### config.mk
export PLATFORM = sky130hd
export DESIGN_NAME = count_ones_seq
export DESIGN_NICKNAME = d
export VERILOG_FILES = /design/src/rtl/count_ones_seq.sv
export SDC_FILE = /design/constraint.sdc
export NUM_CORES = 1
export LEC_CHECK = 0
export CORE_MARGIN = 5
export CORE_UTILIZATION = 51
export CTS_CLUSTER_DIAMETER = 120
export DETAILED_ROUTE_END_ITERATION = 7
export PLACE_DENSITY = 0.86
export SLEW_MARGIN = 10
export SYNTH_ARGS = -nofsm -noshare
export SYNTH_HDL_FRONTEND = slang
export SYNTH_SLANG_ARGS = --single-unit
### constraint.sdc
create_clock -name clk -period 3.22 [get_ports clk]
set_input_delay 0.966 -clock clk [delete_from_list [all_inputs] [get_ports clk]]
set_output_delay 0.966 -clock clk [all_outputs]
set_load 0.01 [all_outputs]
### src/rtl/count_ones_seq.sv
// Sequential ones/zeros counter: scans a latched word bits_per_cycle bits per clock
// and stops early once no set bits remain in the shift register.
module count_ones_seq #(
  parameter int data_width     = 16,
  parameter int bits_per_cycle = 4,
  parameter int count_width    = 5
) (
  input  logic                   clk,
  input  logic                   reset,
  input  logic                   start,
  input  logic [data_width-1:0]  data,
  input  logic                   count_zeros,
  output logic                   ready,
  output logic                   done,
  output logic [count_width-1:0] bit_count,
  output logic                   dbg_state
);

  // Reject parameter sets the datapath cannot honour before anything runs.
  generate
    if ((bits_per_cycle < 1) || (bits_per_cycle > data_width) ||
        ((data_width % bits_per_cycle) != 0) ||
        ((64'd1 << count_width) <= 64'(data_width))) begin : g_param_err
      $fatal(1, "count_ones_seq: illegal parameters data_width=%0d bits_per_cycle=%0d count_width=%0d",
             data_width, bits_per_cycle, count_width);
    end
  endgenerate

  typedef enum logic {
    ST_IDLE  = 1'b0,
    ST_COUNT = 1'b1
  } state_t;

  state_t                 r_state;
  state_t                 w_state_next;
  logic [data_width-1:0]  r_shreg;
  logic [data_width-1:0]  w_shreg_next;
  logic [data_width-1:0]  w_shifted;
  logic [count_width-1:0] r_acc;
  logic [count_width-1:0] w_acc_next;
  logic [count_width-1:0] w_acc_sum;
  logic [count_width-1:0] w_slice_pop;
  logic [count_width-1:0] r_bit_count;
  logic [count_width-1:0] w_bit_count_next;
  logic                   r_done;
  logic                   w_done_next;

  // Popcount of the low slice, each bit zero-extended to the accumulator width.
  always_comb begin
    w_slice_pop = '0;
    for (int i = 0; i < bits_per_cycle; i++) begin
      w_slice_pop = w_slice_pop + count_width'(r_shreg[i]);
    end
  end

  assign w_acc_sum = r_acc + w_slice_pop;
  assign w_shifted = r_shreg >> bits_per_cycle;

  always_comb begin
    w_state_next     = r_state;
    w_shreg_next     = r_shreg;
    w_acc_next       = r_acc;
    w_bit_count_next = r_bit_count;
    w_done_next      = 1'b0;
    unique case (r_state)
      ST_IDLE: begin
        if (start) begin
          w_shreg_next = count_zeros ? ~data : data;
          w_acc_next   = '0;
          w_state_next = ST_COUNT;
        end
      end
      ST_COUNT: begin
        w_shreg_next = w_shifted;
        w_acc_next   = w_acc_sum;
        // Nothing left to count once the remaining bits are all zero.
        if (w_shifted == '0) begin
          w_bit_count_next = w_acc_sum;
          w_done_next      = 1'b1;
          w_state_next     = ST_IDLE;
        end
      end
      default: w_state_next = ST_IDLE;
    endcase
  end

  always_ff @(posedge clk) begin
    if (reset) begin
      r_state     <= ST_IDLE;
      r_shreg     <= '0;
      r_acc       <= '0;
      r_bit_count <= '0;
      r_done      <= 1'b0;
    end else begin
      r_state     <= w_state_next;
      r_shreg     <= w_shreg_next;
      r_acc       <= w_acc_next;
      r_bit_count <= w_bit_count_next;
      r_done      <= w_done_next;
    end
  end

  assign ready     = (r_state == ST_IDLE);
  assign done      = r_done;
  assign bit_count = r_bit_count;
  assign dbg_state = r_state;

endmodule

==> metrics.csv, run 1 <==
metric,value,unit
total congestion overflow,0,
core area,2780,um2
initial core utilization,53.4,%
GR Util All Layers,15.8,%
Die Y,63.9,um
routed length per instance,14.2,um
Top delay family on crit path,adder cells,
CP max FO,4,
Fmax achieved,391,MHz
Top Ports,28,
DIE AREA,4090,um2
Final Cycle Share,79.3,%
largest net degree at the start of global routing,41,
share of cells above drive strength 1,8.51,%
"critical path, cell by cell",fa_1 > inv_1 > fa_1 > fa_1 > nand3b_1 > xnor2_1 > a21oi_1 > nor2_1,
final setup TNS,0,ps
Die Wd,63.9,um
Total Power,0.713,mW
outcome,finished clean,
pre-CTS WS,697,ps
cell mode on critical path,fa_1,
Antenna Cells,0,
PD cells,403,nW/um2
"Top FF cell, synth",dfxtp_1,
DP Wirelength,2360,um
Finished Cell Area,1770,um2
clock latency at the later pin of the worst-skew pair,330,ps
Rel. slew slack,56.0,%
register bit total from synthesis,28,
number of max-cap violations,0,
Final Skew,11.1,ps
final wirelength,3110,um
RSZ-0062 raised after global routing,no,
"Net Count, Synth",192,
register area,561,um2
"Warnings, synthesis",0,
First-pass DRT Iterations,4,
min Tclk post-route,2550,ps
Mapped Avg Cell Area,8.83,um2
Synth-to-Final Area Change,19.1,%
root buffer cell,clkbuf_4,
vias in the first global route,1217,
number of clock sinks,28,
Final Hold Fails,0,
DRC viols,0,
Pleak,0.620,nW
"slowest stage delay, CP",530,ps
first-pass GRT wire length,5300,um
antenna-violating nets left,0,
Syn Inst Count,168,
Mapped Area,1480,um2
CTS tree,yes,
final worst setup slack,665,ps
Iter 0 DRT Violations,46,
fillers,252,
Buf/Inv on CP,1,
Nets,214,
I/O Buffers,27,
"CTS clk-pin slew, worst paths",150,ps
worst slew pin tran,658,ps
Hold Path Class,flip-flop to flip-flop,
Placer Congestion,0.787,
DR vias/cell,5.57,
"Seq/Total Area, Yosys",37.8,%
TritonCTS buffer count,3,
Max Slew Vio Count,0,
Max VDD drop,0.228,mV
WHS,528,ps
postcts setup bufs,0,
Slowest cell on crit path,fa_1,
htree depth,1,
CP startpoint kind,flip-flop,
Synth cell types,33,
setup violators final,0,
antenna violations before repair,0,
Post-synth EDFFs,0,
# rows,19,
worst path required time,3420,ps
post-cts resize count,0,
Max Root-Sink Buffers,2,
Vias,1220,
Post-CTS Hold Fix Bufs,0,
area of the multi-input gates,812,um2
CP Class,flip-flop to flip-flop,
Critical Path AT,2760,ps
endpoint class of the critical path,flip-flop,
"FFs w/ async S/R, synth",0,%
Placement Cell Area,1750,um2
## sequential cells by signal (all words and copies together) (netlist names)
register	flops
done	1
dbg_state	1
r_shreg	16
r_acc	5
bit_count	5
## placed cells by master (no fill, tap or decap), drive strengths merged
master and n:
nor3 2, a21o 1, xnor2 18, a221oi 1
or3 1, ha 1, and4 1, or2b 1
a21oi 14, nor4b 1, inv 7, nor4 1
a211oi 15, nor3b 1, dfxtp 28, clkdlybuf4s50 27
a2111oi 4, nand2b 1, nand3b 1, clkbuf 3
buf 5, o21ai 1, nor2 41, o211a 1
mux2i 2, o31a 2, a22oi 1, fa 3
nor2b 3
## final timing paths
check / cells after the start / slack, ps / endpoint / startpoint
max: 8 / 670 / r_acc[4] / r_shreg[0]
min: 2 / 530 / bit_count[4] / bit_count[4]
max reg2reg: 8 / 670 / r_acc[4] / r_shreg[0]
min reg2reg: 2 / 530 / bit_count[4] / bit_count[4]
## power by group
part	switching, mW	internal [mW]
logic	0.0903	0.0924
registers	0.0172	0.370
clock network	0.0997	0.0440
total	0.207	0.506
## final cells by class
type | instances | area share, %
timing repair buffer | 32 | 17.4
sequential | 28 | 31.7
multi-input combinational | 118 | 45.9
clock buffer | 3 | 1.27
tap | 31 | 2.19
inverter | 7 | 1.49
## cells by family after synthesis
logic type	count (synthesis)	synth area share (%)
AO/OA/AOI/OAI	40	21.2
XOR/XNOR	18	10.6
adder cells (fa/ha/maj)	4	4.89
buffers and inverters	22	7.50
flip-flops	28	37.8
multiplexers	2	1.35
AND/OR/NAND/NOR	54	16.7
## synth_stat cells, types with 2 or more instances
library cell	instances	area share, %
nor3_1	2	0.67
a2111oi_2	4	4.0
buf_2	7	2.4
buf_1	3	0.76
a211oi_2	3	2.5
o31a_1	2	1.2
a211oi_1	12	6.1
nor2b_1	3	1.3
nor2_1	41	10
mux2i_1	2	1.3
xnor2_1	18	11
fa_1	3	4.0
buf_6	2	1.5
dfxtp_1	28	38
a21oi_1	14	4.7
inv_1	7	1.8
## worst min-delay path, cell delays in order (launching register included)
cell and delay, ps:
dfxtp_1 360, mux2i_1 70, nor2_1 80
## per-layer routing
metal / track usage, % / share of wire (%) / vias to the layer above
li1: - / - / 613
met1: 18.0 / 40 / 576
met2: 28.4 / 54 / 24
met3: 2.63 / 4.3 / 7
met4: 7.53 / 2.3 / 0
met5: 0 / 0 / -
## metrics by stage
stage          util (%)  cells
2_1_floorplan         -    168
3_3_place_gp       62.8    216
3_5_place_dp       62.8    216
4_1_cts            63.6    219
5_1_grt            63.6    219
6_report           63.6    219
No activity file was read; power rests on OpenSTA's default activity.
==> run 2: changes to the inputs <==
- clock period: 3.22 -> 2.4 ns (I/O delays scaled with it)
==> metrics.csv, run 2 (synthesized netlist as in run 1, its figures left out) <==
metric,value,unit,change
Max Root-Sink Buffers,2,,unchanged
Post-CTS Hold Fix Bufs,0,,unchanged
share of cells above drive strength 1,11.6,%,+3.1 points
Final Cycle Share,98.3,%,+19 points
Final Skew,5.56,ps,-5.55 ps
root buffer cell,clkbuf_4,,
routed length per instance,13.8,um,-3.0%
DR vias/cell,5.65,,+1.5%
Register-to-Register Path Depth,8,,unchanged
"critical path, cell by cell",fa_1 > inv_1 > fa_2 > fa_2 > nand3b_1 > xnor2_2 > a21oi_1 > nor2_1,,
cell mode on critical path,fa_2,,
Rel. slew slack,69.9,%,+14 points
worst slew pin tran,451,ps,-206 ps
CTS tree,yes,,
fillers,236,,-6.3%
clock latency at the later pin of the worst-skew pair,320,ps,about the same
Final Hold Fails,0,,unchanged
GR Util All Layers,15.0,%,-0.84 points
max reg flops,16,,unchanged
Die Y,63.9,um,unchanged
First-pass DRT Iterations,4,,unchanged
Nets,215,,+0.47%
reg2reg end,r_acc[4],,
Placer Congestion,0.765,,-2.7%
WHS Path Cells,2,,unchanged
Max Slew Vio Count,0,,unchanged
Pleak,0.646,nW,+4.2%
Antenna Cells,0,,unchanged
Die Wd,63.9,um,unchanged
total congestion overflow,0,,unchanged
antenna-violating nets left,0,,unchanged
RSZ-0062 raised after global routing,yes,,
htree depth,1,,unchanged
CP startpoint kind,flip-flop,,
DP Wirelength,2190,um,-7.6%
DRC viols,0,,unchanged
Critical Path AT,2590,ps,-170 ps
initial core utilization,53.4,%,unchanged
I/O Buffers,27,,unchanged
Hold Path Sink,bit_count[2],,
number of clock sinks,28,,unchanged
min Tclk post-route,2360,ps,-195 ps
worst r2r src,r_shreg[0],,
Fmax achieved,424,MHz,+8.3%
PD cells,553,nW/um2,+37%
antenna violations before repair,0,,unchanged
setup violators final,0,,unchanged
# rows,19,,unchanged
Placement Cell Area,1760,um2,+0.72%
number of max-cap violations,0,,unchanged
Hold Crit Start,bit_count[2],,
Top Ports,28,,unchanged
worst path required time,2630,ps,-790 ps
Synth-to-Final Area Change,22.3,%,
Iter 0 DRT Violations,32,,-30%
TritonCTS buffer count,3,,unchanged
"CTS clk-pin slew, worst paths",150,ps,about the same
Hold Path Class,flip-flop to flip-flop,,
final wirelength,3040,um,-2.1%
Finished Cell Area,1820,um2,+2.7%
CP Class,flip-flop to flip-flop,,
Vias,1249,,+2.4%
pre-CTS WS,-57.2,ps,-754 ps
outcome,finished clean,,
CP max FO,4,,unchanged
Largest Register,r_shreg,,
Max VDD drop,0.405,mV,+77%
"commonest cells after routing, fill and taps aside","nor2_1, dfxtp_1, clkdlybuf4s50_1, xnor2_1, a21oi_1",,
reg2reg setup slack,40,ps,-620 ps
endpoint class of the critical path,flip-flop,,
placed insts,216,,unchanged
first-pass GRT wire length,5040,um,-4.9%
largest net degree at the start of global routing,40,,-2.4%
Slowest cell on crit path,fa_1,,
core area,2780,um2,unchanged
"most common cell after layout, fill and taps aside",nor2_1,,
DIE AREA,4090,um2,unchanged
Non-Filler Instances,221,,+0.91%
vias in the first global route,1228,,+0.90%
"slowest stage delay, CP",540,ps,about the same
final worst setup slack,40.3,ps,-625 ps
Util after Layout,65.3,%,+1.7 points
## run 2: metal layers
layer	GRT usage, %	up-vias	part of all wire, %
met5	0	-	0
met4	7.79	0	2.1
met3	2.45	8	5.6
met2	28.4	36	54
met1	15.5	590	39
li1	-	615	-
## run 2: worst max-delay path by stage
| stage | endpoint | depth (start not counted) | slack, ps | from |
|---|---|---|---|---|
| CTS | r_acc[4] | 8 | 10 | r_shreg[0] |
| global route | r_acc[4] | 8 | -70 | r_shreg[0] |
| global placement | r_acc[4] | 8 | 30 | r_shreg[0] |
| finish | r_acc[4] | 8 | 40 | r_shreg[0] |
| floorplan | r_acc[4] | 8 | 70 | r_shreg[0] |
| detailed placement | bit_count[4] | 8 | -60 | r_shreg[0] |
## run 2: layout make-up
class                           count  area (um2)  area share (%)
Clock buffer                        4        36.3            2.00
Timing Repair Buffer               33         328            18.1
Tap cell                           31        38.8            2.14
Inverter                            7        26.3            1.45
Sequential cell                    28         562            30.9
Multi-Input combinational cell    118         825            45.4
## run 2: power by group
| part | total [mW] | leakage, nW | switching (mW) | internal [mW] |
|---|---|---|---|---|
| logic | 0.254 | 0.396 | 0.124 | 0.130 |
| clock network | 0.229 | 0.0210 | 0.136 | 0.0928 |
| registers | 0.520 | 0.230 | 0.0235 | 0.496 |
| total | 1.00 | 0.646 | 0.284 | 0.720 |
## run 2: worst max-delay path, delay by kind of cell (launching register included)
| kind | cells | cell delay [ps] |
|---|---|---|
| AND/OR/NAND/NOR | 2 | 270 |
| flip-flops | 1 | 360 |
| XOR/XNOR | 1 | 170 |
| buffers and inverters | 1 | 50 |
| AO/OA/AOI/OAI | 1 | 150 |
| adder cells (fa/ha/maj) | 3 | 1270 |
## run 2: per-stage QoR
step                      setup TNS (ps)  power [mW]  hold slack, ps
final                                  0        1.00             535
after global routing                -128        1.06             567
after CTS                              0        1.01             538
after detailed placement            -106       0.777             504
after global placement                 0       0.764             476
after floorplan                        0       0.698             482
## run 2: repair_timing
action,4_1_cts,5_1_grt
gates resized for setup,3,1
setup buffers,0,1
setup endpoints to repair,2,2
endpoints found under the hold margin,0,0
